File: config.mk
export PLATFORM = sky130hd
export DESIGN_NAME = controlador_banco
export DESIGN_NICKNAME = d
export VERILOG_FILES = /design/src/rtl/banco_pkg.sv /design/src/rtl/controlador_banco.sv
export SDC_FILE = /design/constraint.sdc
export NUM_CORES = 1
export LEC_CHECK = 0
export ABC_AREA = 1
export CORE_MARGIN = 5
export CORE_UTILIZATION = 46
export DETAILED_ROUTE_END_ITERATION = 10
export HOLD_SLACK_MARGIN = 0.02
export PLACE_DENSITY_LB_ADDON = 0.2
export SKIP_CTS_REPAIR_TIMING = 1
export SYNTH_ARGS = -nofsm -noshare
export SYNTH_HDL_FRONTEND = slang
export SYNTH_SLANG_ARGS = --single-unit
File: constraint.sdc
create_clock -name CLK -period 2.6 [get_ports CLK]
set_clock_uncertainty 0.1 [all_clocks]
set_input_delay 0.52 -clock CLK [delete_from_list [all_inputs] [get_ports CLK]]
set_output_delay 0.52 -clock CLK [all_outputs]
set_load 0.005 [all_outputs]
File: src/rtl/banco_pkg.sv
// Shared constants and FSM state type for the
// four-bank memory controller.
package banco_pkg;

  localparam int ADDR_W = 13;
  localparam int BANK_W = 2;
  localparam int WORD_W = 11;
  localparam int DATA_W = 64;

  typedef enum logic [1:0] {
    IDLE,
    ACCESS,
    CAPTURE,
    RESP
  } state_t;

endpackage

File: src/rtl/controlador_banco.sv
// Single-request bank controller: one access per request, read capture and response hold.
// Optional write acknowledge beat enabled with macro CTRL_WRITE_ACK_EN.
module controlador_banco
  import banco_pkg::*;
(
  input  logic                      CLK,
  input  logic                      RST,
  input  logic                      req_valid,
  output logic                      req_ready,
  input  logic                      req_write,
  input  logic [ADDR_W-1:0]         req_addr,
  input  logic [DATA_W-1:0]         req_wdata,
  output logic                      rsp_valid,
  input  logic                      rsp_ready,
  output logic [DATA_W-1:0]         rsp_rdata,
  output logic                      rsp_write,
  output logic [BANK_W-1:0]         Sel_Mem,
  output logic                      Eneable,
  output logic [WORD_W-1:0]         Address,
  output logic [DATA_W-1:0]         Data,
  output logic                      WriteEneable,
  input  logic [DATA_W-1:0]         LineData
);

  state_t              r_state;
  state_t              w_next;
  state_t              w_wr_next;
  logic [ADDR_W-1:0]   r_addr;
  logic                r_write;
  logic [DATA_W-1:0]   r_wdata;
  logic [DATA_W-1:0]   r_rdata;
  logic                w_accept;

`ifdef CTRL_WRITE_ACK_EN
  logic                r_rsp_write;
  assign w_wr_next = RESP;
  assign rsp_write = RST ? 1'b0 : r_rsp_write;
`else
  assign w_wr_next = IDLE;
  assign rsp_write = 1'b0;
`endif

  assign w_accept = req_valid & req_ready;

  always_ff @(posedge CLK) begin
    if (RST) r_state <= IDLE;
    else     r_state <= w_next;
  end

  always_comb begin
    w_next       = r_state;
    req_ready    = 1'b0;
    Eneable      = 1'b0;
    WriteEneable = 1'b1;
    rsp_valid    = 1'b0;
    unique case (r_state)
      IDLE: begin
        req_ready = 1'b1;
        if (req_valid) w_next = ACCESS;
      end
      ACCESS: begin
        Eneable      = 1'b1;
        WriteEneable = ~r_write;
        w_next       = r_write ? w_wr_next : CAPTURE;
      end
      CAPTURE: w_next = RESP;
      RESP: begin
        rsp_valid = 1'b1;
        if (rsp_ready) w_next = IDLE;
      end
      default: w_next = IDLE;
    endcase
    // reset forces quiet bank and handshake outputs
    if (RST) begin
      req_ready    = 1'b0;
      Eneable      = 1'b0;
      WriteEneable = 1'b1;
      rsp_valid    = 1'b0;
    end
  end

  always_ff @(posedge CLK) begin
    if (RST) begin
      r_addr  <= '0;
      r_write <= 1'b0;
      r_wdata <= '0;
      r_rdata <= '0;
`ifdef CTRL_WRITE_ACK_EN
      r_rsp_write <= 1'b0;
`endif
    end else begin
      if (w_accept) begin
        r_addr  <= req_addr;
        r_write <= req_write;
        r_wdata <= req_wdata;
      end
      if (r_state == CAPTURE) begin
        r_rdata <= LineData;
`ifdef CTRL_WRITE_ACK_EN
        r_rsp_write <= 1'b0;
`endif
      end
`ifdef CTRL_WRITE_ACK_EN
      if (r_state == ACCESS && r_write) begin
        r_rdata     <= '0;
        r_rsp_write <= 1'b1;
      end
`endif
    end
  end

  assign Sel_Mem   = RST ? '0 : r_addr[ADDR_W-1:WORD_W];
  assign Address   = RST ? '0 : r_addr[WORD_W-1:0];
  assign Data      = RST ? '0 : r_wdata;
  assign rsp_rdata = RST ? '0 : r_rdata;

endmodule

==> flow_summary.html <==
<table>
<tr><th>Metric</th><th>Value</th></tr>
<tr><th colspan="2">Run status</th></tr>
<tr><td>Run status</td><td>finished clean</td></tr>
<tr><th colspan="2">Die</th></tr>
<tr><td>Die W</td><td>130 um</td></tr>
<tr><td>Height of the die</td><td>130 um</td></tr>
<tr><td>Starting density of the core</td><td>0.464</td></tr>
<tr><td>Area of the die</td><td>17000 um^2</td></tr>
<tr><td>Number of placed I/O pins</td><td>292</td></tr>
<tr><td>Area of the placeable core</td><td>14400 um^2</td></tr>
<tr><td>Placement Rows</td><td>44</td></tr>
<tr><th colspan="2">Route</th></tr>
<tr><td>Remaining routing DRC violations</td><td>0</td></tr>
<tr><td>Final WL</td><td>21200 um</td></tr>
<tr><td>Routed vias/inst</td><td>4.77</td></tr>
<tr><td>Wire per inst</td><td>14.5 um</td></tr>
<tr><td>Total via count after detailed routing</td><td>6980</td></tr>
<tr><td>Pre-antenna DRT Iters</td><td>4</td></tr>
<tr><td>Remaining antenna violation count</td><td>0</td></tr>
<tr><td>Drt first-iter violations</td><td>495</td></tr>
<tr><th colspan="2">Global route</th></tr>
<tr><td>Pin count of the biggest net entering global routing</td><td>79</td></tr>
<tr><td>GRT Overall Usage</td><td>0.240</td></tr>
<tr><td>First-pass GRT wire length</td><td>32200 um</td></tr>
<tr><td>Remaining global-route overflow</td><td>0</td></tr>
<tr><td>Number of antenna violations at the first check in global routing</td><td>2</td></tr>
<tr><td>Via count of the first global-routing pass</td><td>6457</td></tr>
<tr><th colspan="2">Worst hold path</th></tr>
<tr><td>Class of the worst hold path</td><td>input pin to flip-flop</td></tr>
<tr><td>Hold path depth</td><td>3</td></tr>
<tr><th colspan="2">Setup path</th></tr>
<tr><td>Crit-path cells</td><td>nand2_1 -&gt; nor2_1 -&gt; clkdlybuf4s50_1</td></tr>
<tr><td>Sum of buffers and inverters on the critical path</td><td>1</td></tr>
<tr><td>Family with the most delay on the worst path</td><td>flip-flops</td></tr>
<tr><td>Crit path max-delay cell type</td><td>dfxtp_2</td></tr>
<tr><td>Arr. time, crit path</td><td>1.79 ns</td></tr>
<tr><td>Slowest Stage Delay on Critical Path</td><td>0.63 ns</td></tr>
<tr><td>Largest fanout of any net on the critical path</td><td>22</td></tr>
<tr><td>Worst Reg2Reg Path Length in Cells</td><td>6</td></tr>
<tr><td>Number of cells on the critical path</td><td>3</td></tr>
<tr><td>Critical path class</td><td>flip-flop to primary output</td></tr>
<tr><td>Sort of element at the end of the critical path</td><td>primary output</td></tr>
<tr><td>Worst setup SP type</td><td>flip-flop</td></tr>
<tr><td>Critical path data required time</td><td>1.98 ns</td></tr>
<tr><th colspan="2">Synth</th></tr>
<tr><td>#FFs+latches synth</td><td>144</td></tr>
<tr><td>Yosys warns</td><td>0</td></tr>
<tr><td>Cell count after synthesis</td><td>1017</td></tr>
<tr><td>Post-synth cell types</td><td>19</td></tr>
<tr><td>Sequential fraction of the synthesis area</td><td>0.432</td></tr>
<tr><td>Mapped cell area</td><td>6670 um^2</td></tr>
<tr><td>Number of nets produced by synthesis</td><td>1163</td></tr>
<tr><td>Mean instance size in the synthesized netlist</td><td>6.56 um^2</td></tr>
<tr><th colspan="2">Power</th></tr>
<tr><td>Pwr dens</td><td>605 nW/um^2</td></tr>
<tr><td>Proportion of power drawn by combinational gates</td><td>0.187</td></tr>
<tr><td>Sw Pwr</td><td>1.57 mW</td></tr>
<tr><td>Clk network pwr share</td><td>0.415</td></tr>
<tr><td>Relative contribution of sequential cells to total power</td><td>0.398</td></tr>
<tr><td>Proportion of total power due to net switching</td><td>0.251</td></tr>
<tr><td>Leakage component of the power</td><td>4.36 nW</td></tr>
<tr><td>Worst VDD drop</td><td>0.000413 V</td></tr>
<tr><td>Internal power component</td><td>4.67 mW</td></tr>
<tr><th colspan="2">Timing</th></tr>
<tr><td>Final-report hold violation count</td><td>0</td></tr>
<tr><td>Aggregate negative setup slack</td><td>0 ns</td></tr>
<tr><td>Final worst path period need</td><td>2.41 ns</td></tr>
<tr><td>Finish-stage setup viols</td><td>0</td></tr>
<tr><td>RSZ-0062 raised after global routing</td><td>false</td></tr>
<tr><td>Peak Freq</td><td>415 MHz</td></tr>
<tr><td>Max Slew Vio Count</td><td>0</td></tr>
<tr><td>Actual transition at the worst max-transition pin</td><td>0.702 ns</td></tr>
<tr><td>Final clock period utilization by the worst path</td><td>0.928</td></tr>
<tr><td>Worst slew margin relative to its limit</td><td>0.532</td></tr>
<tr><td>Hold slack final</td><td>0.378 ns</td></tr>
<tr><th colspan="2">Final layout</th></tr>
<tr><td>Commonest cells after routing, fill and taps aside</td><td>clkdlybuf4s50_1, nor2_1, nand2_1</td></tr>
<tr><td>Final Util</td><td>0.717</td></tr>
<tr><td>Number of nets in the layout</td><td>1411</td></tr>
<tr><td>Fraction of layout cells with a size suffix above 1</td><td>0.0446</td></tr>
<tr><td>Most common cell after layout, fill and taps aside</td><td>clkdlybuf4s50_1</td></tr>
<tr><td>Area overhead of the layout relative to synthesis</td><td>54.6%</td></tr>
<tr><th colspan="2">Clocking</th></tr>
<tr><td>Clock Sinks</td><td>144</td></tr>
<tr><td>Clk_lat worst skew</td><td>0.41 ns</td></tr>
<tr><td>Clock slew at reported path FFs</td><td>0.06 ns</td></tr>
<tr><td>Total number of H-tree levels</td><td>4</td></tr>
<tr><td>Clock Path Buffers</td><td>2</td></tr>
<tr><td>TritonCTS clock tree</td><td>done</td></tr>
<tr><td>CTS root buffer</td><td>clkbuf_16</td></tr>
<tr><td>Number of buffers created by CTS</td><td>17</td></tr>
<tr><th colspan="2">Placed design</th></tr>
<tr><td>Gp weighted congestion</td><td>0.809</td></tr>
<tr><td>Count of buffers from port buffering</td><td>290</td></tr>
<tr><td>Post-detail-place hpwl</td><td>14500 um</td></tr>
<tr><th colspan="2">Flow run</th></tr>
<tr><td>Maxcap violations</td><td>0</td></tr>
</table>
-- worst register-to-register path, cell delays in order, from the launching register on --
cell,delay [ns]
dfxtp_2,0.47
nor2_4,0.20
buf_4,0.48
nand3_2,0.17
buf_12,0.25
nand2_1,0.18
nand2_1,0.06
-- area by class of cell --
cell class / count / area [um^2]
tap: 184 / 230
inverter: 147 / 554
timing repair buffer: 307 / 3110
sequential: 144 / 2880
clock inverter: 10 / 158
antenna: 1 / 2.50
multi-input combinational: 648 / 2900
fill: 1211 / 4060
clock buffer: 22 / 474
-- final timing paths --
kind | from | end | slack (ns)
setup / recovery | flip-flop | rsp_valid | 0.19
hold / removal | req_valid | r_write | 0.38
setup reg to reg | flip-flop | r_wdata[41] | 0.59
hold reg to reg | r_rdata[61] | r_rdata[61] | 0.38
-- synthesized netlist by cell type --
library cell / number / area share
nand3_2: 1 / 0.0015
dfxtp_1: 144 / 0.43
buf_4: 4 / 0.0045
nand4_1: 78 / 0.073
nor2_1: 274 / 0.15
a21oi_1: 1 / 0.00075
clkbuf_1: 35 / 0.020
o21ai_1: 1 / 0.00075
inv_1: 143 / 0.080
nand3_1: 2 / 0.0015
inv_2: 4 / 0.0023
conb_1: 1 / 0.00056
nand2_1: 223 / 0.13
nand3b_1: 64 / 0.072
nor2_4: 1 / 0.0017
nor2_2: 1 / 0.00094
buf_1: 10 / 0.0056
nor3_1: 1 / 0.00075
buf_2: 29 / 0.022
-- metal layers --
layer / part of all wire / GRT usage / up-vias
li1: - / - / 3579
met1: 0.39 / 0.277 / 3110
met2: 0.48 / 0.410 / 241
met3: 0.092 / 0.0821 / 48
met4: 0.034 / 0.100 / 2
met5: 0.00052 / 0 / -
-- power by group through the flow --
| stage | clock network (mW) | logic (mW) | registers (mW) |
|---|---|---|---|
| 2_1_floorplan | 0 | 0.609 | 2.50 |
| 3_3_place_gp | 0 | 1.15 | 2.52 |
| 3_5_place_dp | 0 | 1.16 | 2.53 |
| 4_1_cts | 2.63 | 1.17 | 2.48 |
| 5_1_grt | 2.73 | 1.29 | 2.50 |
| 6_report | 2.59 | 1.16 | 2.48 |
-- sequential cells by signal, summed over array words and instances (netlist names), named ones only --
name     cells
r_rdata     64
r_addr      13
r_write      1
r_state      1
r_wdata     64
-- cell families (layout without fill, tap and decap cells) --
kind of cell | after synthesis | count (layout) | share of synthesized area
buffers and inverters | 225 | 486 | 0.134
AOI/OAI and AO/OA | 2 | 2 | 0.00150
other | 1 | 2 | 0.000562
DFF | 144 | 144 | 0.432
and+or+nand+nor | 645 | 645 | 0.431
-- per-stage QoR --
stage | cells | instance area, um^2 | worst slack, ns | power (mW)
after floorplan | 1017 | 6670 | 0.775 | 3.11
after detailed placement | 1430 | 9670 | 0.321 | 3.69
after global routing | 1463 | 10300 | 0.0585 | 6.53
after CTS | 1462 | 10300 | 0.152 | 6.28
final | 1463 | 10300 | 0.188 | 6.24
after global placement | 1430 | 9670 | 0.321 | 3.68
No activity file was read; power rests on OpenSTA's default activity.
